==> config.mk <==
export PLATFORM = sky130hd
export DESIGN_NAME = i2c_slave_responder
export DESIGN_NICKNAME = d
export VERILOG_FILES = /design/src/rtl/i2c_slave_responder.sv
export SDC_FILE = /design/constraint.sdc
export NUM_CORES = 1
export LEC_CHECK = 0
export BUFFER_PORTS_ARGS = -buffer_cell sky130_fd_sc_hd__buf_4
export CAP_MARGIN = 10
export CORE_UTILIZATION = 50
export CTS_CLUSTER_SIZE = 16
export DETAILED_ROUTE_END_ITERATION = 6
export HOLD_SLACK_MARGIN = 0.03
export PLACE_DENSITY = 0.81
export SYNTH_ARGS = -nofsm -noshare
export SYNTH_HDL_FRONTEND = slang
export SYNTH_SLANG_ARGS = --single-unit
==> constraint.sdc <==
create_clock -name clk_i -period 2.55 [get_ports clk_i]
set_clock_uncertainty 0.2 [all_clocks]
set_input_delay 0.255 -clock clk_i [delete_from_list [all_inputs] [get_ports clk_i]]
set_output_delay 0.255 -clock clk_i [all_outputs]
set_load 0.01 [all_outputs]
==> src/rtl/i2c_slave_responder.sv <==
// I2C target: START/Sr/STOP decode, 7-bit address match with ACK, write bytes out on an
// rx pulse, read bytes in from a tx handshake with optional SCL stretching.
module i2c_slave_responder #(
  parameter logic [6:0] SLV_ADDR    = 7'h22,
  parameter bit         STRETCH_EN  = 1'b1,
  parameter int         SYNC_STAGES = 2
) (
  input  logic       clk_i,
  input  logic       rst_i,
  input  logic       scl_i,
  input  logic       sda_i,
  output logic       scl_o,
  output logic       sda_o,
  output logic [7:0] rx_data_o,
  output logic       rx_valid_o,
  input  logic       rx_ready_i,
  input  logic [7:0] tx_data_i,
  input  logic       tx_valid_i,
  output logic       tx_ready_o,
  output logic       start_o,
  output logic       stop_o,
  output logic       busy_o,
  output logic [3:0] state_o
);

  // Handshakes: rx_valid_o is a one-cycle pulse qualifying rx_data_o; rx_ready_i is sampled
  // at the 8th SCL rise and decides ACK (1) or NACK/drop (0). tx_valid_i=1 offers tx_data_i;
  // the byte is taken when in RD_LOAD, and tx_ready_o pulses in the following cycle, so a
  // source keeps tx_data_i stable until it observes tx_ready_o.

  typedef enum logic [3:0] {
    S_IDLE, S_ADDR, S_ADDR_ACK, S_WR_DATA, S_WR_ACK,
    S_RD_LOAD, S_RD_DATA, S_RD_ACKCHK, S_IGNORE
  } state_t;

  logic [SYNC_STAGES-1:0] scl_sync, sda_sync;
  logic scl_d, sda_d, scl_s, sda_s;
  logic scl_rise, scl_fall, start_c, stop_c;

  // Synchronizers reset to the idle-bus level so reset release creates no false condition.
  always_ff @(posedge clk_i) begin
    if (rst_i) begin
      scl_sync <= '1;
      sda_sync <= '1;
      scl_d    <= 1'b1;
      sda_d    <= 1'b1;
    end else begin
      scl_sync <= {scl_sync[SYNC_STAGES-2:0], scl_i};
      sda_sync <= {sda_sync[SYNC_STAGES-2:0], sda_i};
      scl_d    <= scl_s;
      sda_d    <= sda_s;
    end
  end

  assign scl_s    = scl_sync[SYNC_STAGES-1];
  assign sda_s    = sda_sync[SYNC_STAGES-1];
  assign scl_rise = scl_s & ~scl_d;
  assign scl_fall = ~scl_s & scl_d;
  assign start_c  = scl_s & scl_d & sda_d & ~sda_s;
  assign stop_c   = scl_s & scl_d & ~sda_d & sda_s;

  state_t     state_q, state_n;
  logic [3:0] bit_cnt_q, bit_cnt_n, cnt_inc;
  logic [7:0] shreg_q, shreg_n, rx_data_n;
  logic       rw_q, rw_n, rx_acc_q, rx_acc_n, mack_q, mack_n;
  logic       sda_n, scl_n, rx_valid_n, tx_ready_n, start_n, stop_n, busy_n;

  assign cnt_inc = (bit_cnt_q == 4'd9) ? bit_cnt_q : bit_cnt_q + 4'd1;
  assign state_o = state_q;

  always_ff @(posedge clk_i) begin
    if (rst_i) begin
      state_q    <= S_IDLE;
      bit_cnt_q  <= '0;
      shreg_q    <= '0;
      rw_q       <= 1'b0;
      rx_acc_q   <= 1'b0;
      mack_q     <= 1'b0;
      sda_o      <= 1'b0;
      scl_o      <= 1'b0;
      rx_data_o  <= '0;
      rx_valid_o <= 1'b0;
      tx_ready_o <= 1'b0;
      start_o    <= 1'b0;
      stop_o     <= 1'b0;
      busy_o     <= 1'b0;
    end else begin
      state_q    <= state_n;
      bit_cnt_q  <= bit_cnt_n;
      shreg_q    <= shreg_n;
      rw_q       <= rw_n;
      rx_acc_q   <= rx_acc_n;
      mack_q     <= mack_n;
      sda_o      <= sda_n;
      scl_o      <= scl_n;
      rx_data_o  <= rx_data_n;
      rx_valid_o <= rx_valid_n;
      tx_ready_o <= tx_ready_n;
      start_o    <= start_n;
      stop_o     <= stop_n;
      busy_o     <= busy_n;
    end
  end

  always_comb begin
    state_n    = state_q;
    bit_cnt_n  = bit_cnt_q;
    shreg_n    = shreg_q;
    rw_n       = rw_q;
    rx_acc_n   = rx_acc_q;
    mack_n     = mack_q;
    sda_n      = sda_o;
    scl_n      = scl_o;
    rx_data_n  = rx_data_o;
    rx_valid_n = 1'b0;
    tx_ready_n = 1'b0;
    start_n    = 1'b0;
    stop_n     = 1'b0;
    busy_n     = busy_o;

    case (state_q)
      S_IDLE: ;
      S_ADDR: begin
        if (scl_rise) begin
          shreg_n   = {shreg_q[6:0], sda_s};
          bit_cnt_n = cnt_inc;
        end else if (scl_fall && bit_cnt_q == 4'd8) begin
          bit_cnt_n = '0;
          if (shreg_q[7:1] == SLV_ADDR) begin
            state_n = S_ADDR_ACK;
            sda_n   = 1'b1;
            rw_n    = shreg_q[0];
          end else begin
            state_n = S_IGNORE;
          end
        end
      end
      S_ADDR_ACK: begin
        if (scl_fall) begin
          sda_n     = 1'b0;
          bit_cnt_n = '0;
          state_n   = rw_q ? S_RD_LOAD : S_WR_DATA;
        end
      end
      S_WR_DATA: begin
        if (scl_rise) begin
          shreg_n   = {shreg_q[6:0], sda_s};
          bit_cnt_n = cnt_inc;
          if (bit_cnt_q == 4'd7) begin
            rx_acc_n = rx_ready_i;
            if (rx_ready_i) begin
              rx_data_n  = {shreg_q[6:0], sda_s};
              rx_valid_n = 1'b1;
            end
          end
        end else if (scl_fall && bit_cnt_q == 4'd8) begin
          state_n   = S_WR_ACK;
          sda_n     = rx_acc_q;
          bit_cnt_n = '0;
        end
      end
      S_WR_ACK: begin
        if (scl_fall) begin
          sda_n   = 1'b0;
          state_n = S_WR_DATA;
        end
      end
      S_RD_LOAD: begin
        if (tx_valid_i) begin
          shreg_n    = tx_data_i;
          tx_ready_n = 1'b1;
          sda_n      = ~tx_data_i[7];
          scl_n      = 1'b0;
          bit_cnt_n  = '0;
          state_n    = S_RD_DATA;
        end else if (STRETCH_EN) begin
          scl_n = 1'b1;
        end else begin
          shreg_n   = 8'hFF;
          sda_n     = 1'b0;
          bit_cnt_n = '0;
          state_n   = S_RD_DATA;
        end
      end
      S_RD_DATA: begin
        if (scl_rise) begin
          bit_cnt_n = cnt_inc;
        end else if (scl_fall) begin
          if (bit_cnt_q == 4'd8) begin
            sda_n     = 1'b0;
            bit_cnt_n = '0;
            state_n   = S_RD_ACKCHK;
          end else begin
            shreg_n = {shreg_q[6:0], 1'b0};
            sda_n   = ~shreg_q[6];
          end
        end
      end
      S_RD_ACKCHK: begin
        if (scl_rise) mack_n = sda_s;
        else if (scl_fall) state_n = mack_q ? S_IGNORE : S_RD_LOAD;
      end
      S_IGNORE: begin
        sda_n = 1'b0;
        scl_n = 1'b0;
      end
      default: state_n = S_IDLE;
    endcase

    // Bus conditions win over any bit event; a pending rx pulse is left to fire.
    if (start_c) begin
      state_n    = S_ADDR;
      bit_cnt_n  = '0;
      sda_n      = 1'b0;
      scl_n      = 1'b0;
      tx_ready_n = 1'b0;
      start_n    = 1'b1;
      busy_n     = 1'b1;
    end else if (stop_c) begin
      state_n    = S_IDLE;
      bit_cnt_n  = '0;
      sda_n      = 1'b0;
      scl_n      = 1'b0;
      tx_ready_n = 1'b0;
      stop_n     = 1'b1;
      busy_n     = 1'b0;
    end
  end

endmodule

After elaboration in Yosys (flattened, before gate mapping) --
Index checks and enable logic that the tools add are counted.
Word-level totals: flip-flop bits (word level) 40, logic and storage cells 157, input bits 14
Cells by class: mux-type cells 52, eq/ne operators 44, bitwise gates (word level) 18, reductions and logical operators 23, add/sub/neg operators 1
Operators with widths (count):
- $mux W4 | 22
- $ne A4 B4 Y1 const B | 12
- $mux W8 | 5
- $pmux W4 S8 | 1
- $ne A2 B2 Y1 const B | 14
- $reduce_and A13 Y1 | 2
- $pmux W8 S3 | 1
- $eq A4 B3 Y1 const B | 5
- $mux W1 | 19
- $pmux W4 S4 | 1
- $eq A4 B4 Y1 const B | 3
- $reduce_and A6 Y1 | 2
- $not A1 Y1 | 11
- $reduce_and A10 Y1 | 1
- $eq A4 B2 Y1 const B | 2
- $reduce_and A4 Y1 | 2
- $reduce_or A2 Y1 | 4
- $reduce_or A4 Y1 | 2
- $and A1 B1 Y1 | 7
- $eq A7 B6 Y1 const B | 1
- $ne A3 B1 Y1 const B | 2
- $ne A3 B3 Y1 const B | 2
- $pmux W1 S6 | 1
- $reduce_bool A6 Y1 | 1
- 13 further kinds | 15

Longest topological paths before layout --
depth after elaboration 8, mapped depth 8

Worst setup path before layout --
No wires, ideal clock.
path kind reg-to-reg, start reg scl_sync[1], end reg bit_cnt_q[2], clock period less this slack 2057 ps, setup slack 493 ps, arrival 1740 ps, stages on the path, launching flop included 7, cell sequence dfxtp_1 inv_1 ha_1 a22o_1 a221o_1 a211o_1 a32o_1
Between the ends: cells in the longest elaborated chain, start to end 5
RTL lines:
- start, declared | line 36 | logic [SYNC_STAGES-1:0] scl_sync, sda_sync;
- start signal, assigned | line 48 | scl_sync <= {scl_sync[SYNC_STAGES-2:0], scl_i};
- $not A1 Y1 | line 58 | assign scl_fall = ~scl_s & scl_d;
- $and A1 B1 Y1 | line 58
- $logic_and A1 B1 Y1 | line 127, 156
- $ne A3 B1 Y1 (no line)
- $reduce_and A6 Y1 (no line)
- end signal, assigned | line 89 | bit_cnt_q <= bit_cnt_n;
- end, declared | line 63 | logic [3:0] bit_cnt_q, bit_cnt_n, cnt_inc;
Parallel ways exist; a longest one is shown, timed or not. A chain may end at the register's enable or synchronous reset.

Final worst setup path --
start reg state_q[2] (netlist: state_o[2]), end reg state_q[1] (netlist: state_o[1])
Between the ends: cells in the longest elaborated chain, start to end 4
RTL lines:
- start, declared | line 62 | state_t state_q, state_n;
- start signal, assigned | line 88 | state_q <= state_n;
- $eq A4 B4 Y1 or $logic_not A4 Y1 (tied branches) | line 121 | case (state_q)
- $reduce_or A2 Y1 (no line)
- $not A1 Y1 (no line)
- $reduce_and A13 Y1 (no line)
Parallel ways exist; a longest one is shown, timed or not.

==> impl_metrics.csv <==
group,metric,value,unit
die,boundaryPins,33,
power,p_sw_share,22.3,%
hold_path,hp-class,"in -> reg",
die,rows,23,
logic_synthesis,syn_area_per_cell,8.58,um^2
power,sequential_share_of_power,51.1,%
logic_synthesis,syn_nets,276,
place,place.gp.congestion,0.950,
critical_path,worst_ep_required_time,2.56,ns
die,die-width,68.3,um
timing,holdWs,0.110,ns
timing,max_freq,0.439,GHz
timing,timing.slew.headroom,58.2,%
power,p_per_area,473,nW/um^2
clocking,cts_hold_buf,4,
detailed_routing,wl_per_cell,15.5,um
timing,tightest_slew,0.626,ns
die,die_area,4660,um^2
timing,setup-violations-final,0,
detailed_routing,vias,2016,
die,fp.dieH,68.3,um
timing,report.final.hold_viol_count,0,
power,p_sw,0.279,mW
logic_synthesis,synth.yosys.seq_area_share,36.5,%
clocking,clock_tree_from_tritoncts,"done",
critical_path,timing.critical_path.to_type,"flop",
grt,grt_start_max_net_pins,32,
critical_path,slowest_stage,"dfxtp_1",
power,internal-power,0.969,mW
logic_synthesis,number_of_instances_in_the_synthesized_netlist,256,
critical_path,stage_delay_of_the_slowest_cell_on_the_critical_path,0.63,ns
detailed_routing,drt-vias-per-instance,5.89,
power,vdd_ir_drop_max,407,uV
place,place.port_buffers,32,
logic_synthesis,synth_seq_cells,40,
logic_synthesis,ys_async_sr_fraction,0,%
critical_path,crit_chain,"buf_4 -> a211oi_1 -> a41oi_1 -> o22ai_1 -> a2111o_1 -> a31oi_1",
timing,fin_crit_sh,89.3,%
logic_synthesis,yosysWarnings,0,
timing,worst_slack,0.273,ns
place,pre_cts_slack,0.334,ns
clocking,htree_levels,2,
clocking,clock-root-buffer,"clkbuf_8",
power,power.clock.fraction,40.9,%
cells_and_area,synthToLayoutAreaGrowth,20.2,%
clocking,cts_repair_resize_count,0,
detailed_routing,detail-route-antenna-nets,0,
timing,final_worst_path_period_need,2.28,ns
timing,totalNegativeSetupSlack,0,ns
clocking,cts_setup_buffers,0,
detailed_routing,first_pass_iters,4,
power,power.static_leakage,1.04,nW
logic_synthesis,yosys.cell_types.count,59,
cells_and_area,final_layout_size_suffix_gt1_share,21.2,%
clocking,path_clk_slew,0.08,ns
detailed_routing,detail_route.iter0.violations,222,
clocking,clkLatencyLatePin,0.30,ns
timing,drv_slew,0,
clocking,cts-root-to-sink-buffers,2,
grt,groute.usage.overall,24.6,%
job,timing.max_cap.violations,0,
logic_synthesis,most_used_flip_flop_cell_after_synthesis,"dfxtp_1",
power,gate_power_share,8.0,%
logic_synthesis,number_of_enable_type_register_cells_in_the_synthesized_netlist,0,
die,core_region_area,4120,um^2
grt,grt_first_pass_wirelength,8490,um
die,start_util,53.4,%
grt,antenna_found_initial,0,
cells_and_area,mostFrequentLayoutCells,"dfxtp_1, buf_4, nor2_1",
grt,grt.overflow.total,0,
place,dp.final_hpwl,3810,um
critical_path,worstSetupPathType,"reg -> reg",
logic_synthesis,netlist_area,2200,um^2
cells_and_area,num-nets-final,311,
cells_and_area,num_antenna_cells,0,
critical_path,startpoint_type,"flop",
critical_path,critPathArrivalTime,2.29,ns
timing,grt_setup_unrepaired,"false",
detailed_routing,route.detailed.drc,0,
outcome,run_status,"finished clean",
detailed_routing,totalWireLength,5320,um
clocking,cts.sink_count,40,
grt,first_global_vias,1755,
cells_and_area,final_cell_count_no_fill,342,
place,post_placement_cell_count,330,
clocking,tritoncts.num_buffers,5,
critical_path,worst-path-max-fanout,16,
==> cells by family after synthesis <==
| kind of cell | after synthesis | synth area share (%) |
|---|---|---|
| simple gates | 101 | 25.2 |
| mux | 18 | 8.21 |
| xor+xnor | 1 | 0.399 |
| buf+inv | 26 | 5.53 |
| fa+ha+maj | 6 | 3.42 |
| compound gates | 64 | 20.8 |
| flops | 40 | 36.5 |
==> metrics by stage <==
stage	total power [mW]	cell area, um^2	util (%)
after global routing	1.29	2640	64.1
after detailed placement	0.747	2490	60.5
after floorplan	0.706	2200	-
after global placement	0.745	2490	60.5
final	1.25	2640	64.1
after CTS	1.26	2640	64.1
==> state kept, by name, summed over array words and instances, names as in the netlist <==
| signal | count |
|---|---|
| rx_data_o | 8 |
| shreg_q | 8 |
| bit_cnt_q | 4 |
| state_o | 4 |
| scl_sync | 2 |
| sda_sync | 2 |
| busy_o | 1 |
| mack_q | 1 |
| rw_q | 1 |
| rx_acc_q | 1 |
| rx_valid_o | 1 |
| scl_d | 1 |
| scl_o | 1 |
| sda_d | 1 |
| sda_o | 1 |
| start_o | 1 |
| stop_o | 1 |
| tx_ready_o | 1 |
==> routing by layer <==
| layer | wire (um) | share of wire, % | track usage, % |
|---|---|---|---|
| met2 | 2510 | 47 | 39.1 |
| met4 | 63 | 1.2 | 8.07 |
| met5 | 0 | 0 | 0 |
| met1 | 2450 | 46 | 33.2 |
| met3 | 285 | 5.4 | 4.50 |
==> Yosys cell counts (2+ instances only) <==
library cell  count  area, um^2
a31oi_1           2        12.5
inv_2             2        7.51
nand2b_1          6        37.5
nand3_1           7        35.0
o31ai_1           2        15.0
nand4_1           2        12.5
nor2_1           30         113
a32o_1            2        20.0
a22oi_1           2        15.0
and2_1            2        12.5
nor4_1            2        12.5
nand3b_1          6        45.0
buf_2             9        45.0
nor4b_1           2        17.5
o211ai_1          3        22.5
nand2_1          19        71.3
a21o_1            2        15.0
clkbuf_1          4        15.0
a21oi_1          12        60.1
mux2i_1          18         180
a211oi_1         10        75.1
dfxtp_1          40         801
o21ai_1           4        20.0
nor2b_1           4        25.0
ha_1              6        75.1
and2b_1           2        15.0
o22ai_1           3        18.8
or2_2             7        43.8
buf_4             3        22.5
inv_1             7        26.3
or3_1             2        12.5
o21ai_0           7        35.0
==> layout make-up <==
class	count	area, um^2
clock buffer	6	72.6
clock inverter	2	35.0
fill	357	1480
inverter	9	33.8
multi-input combinational	190	1270
sequential	40	801
tap	50	62.6
timing repair buffer	45	360
==> power by group through the flow <==
stage | clock (mW) | combinational, mW | sequential [mW]
after floorplan | 0 | 0.0547 | 0.651
after global placement | 0 | 0.0932 | 0.652
after detailed placement | 0 | 0.0941 | 0.653
after CTS | 0.522 | 0.0995 | 0.638
after global routing | 0.542 | 0.108 | 0.639
final | 0.510 | 0.0999 | 0.638
==> critical path, delay by kind of cell, from the launching register on <==
family / cells / cell delay [ns]
AO/OA/AOI/OAI: 5 / 1.06
buffers and inverters: 1 / 0.30
flip-flops: 1 / 0.63
==> path summary, 6_finish.rpt <==
| path | startpoint | to | slack (ns) | depth (start not counted) |
|---|---|---|---|---|
| hold reg to reg | scl_sync[0] | scl_sync[1] | 0.21 | 1 |
| hold / removal | tx_data_i[4] | shreg_q[4] | 0.11 | 3 |
| setup reg to reg | state_o[2] | state_o[1] | 0.27 | 6 |
| setup / recovery | state_o[2] | state_o[1] | 0.27 | 6 |
(Power assumes the default switching activity.)
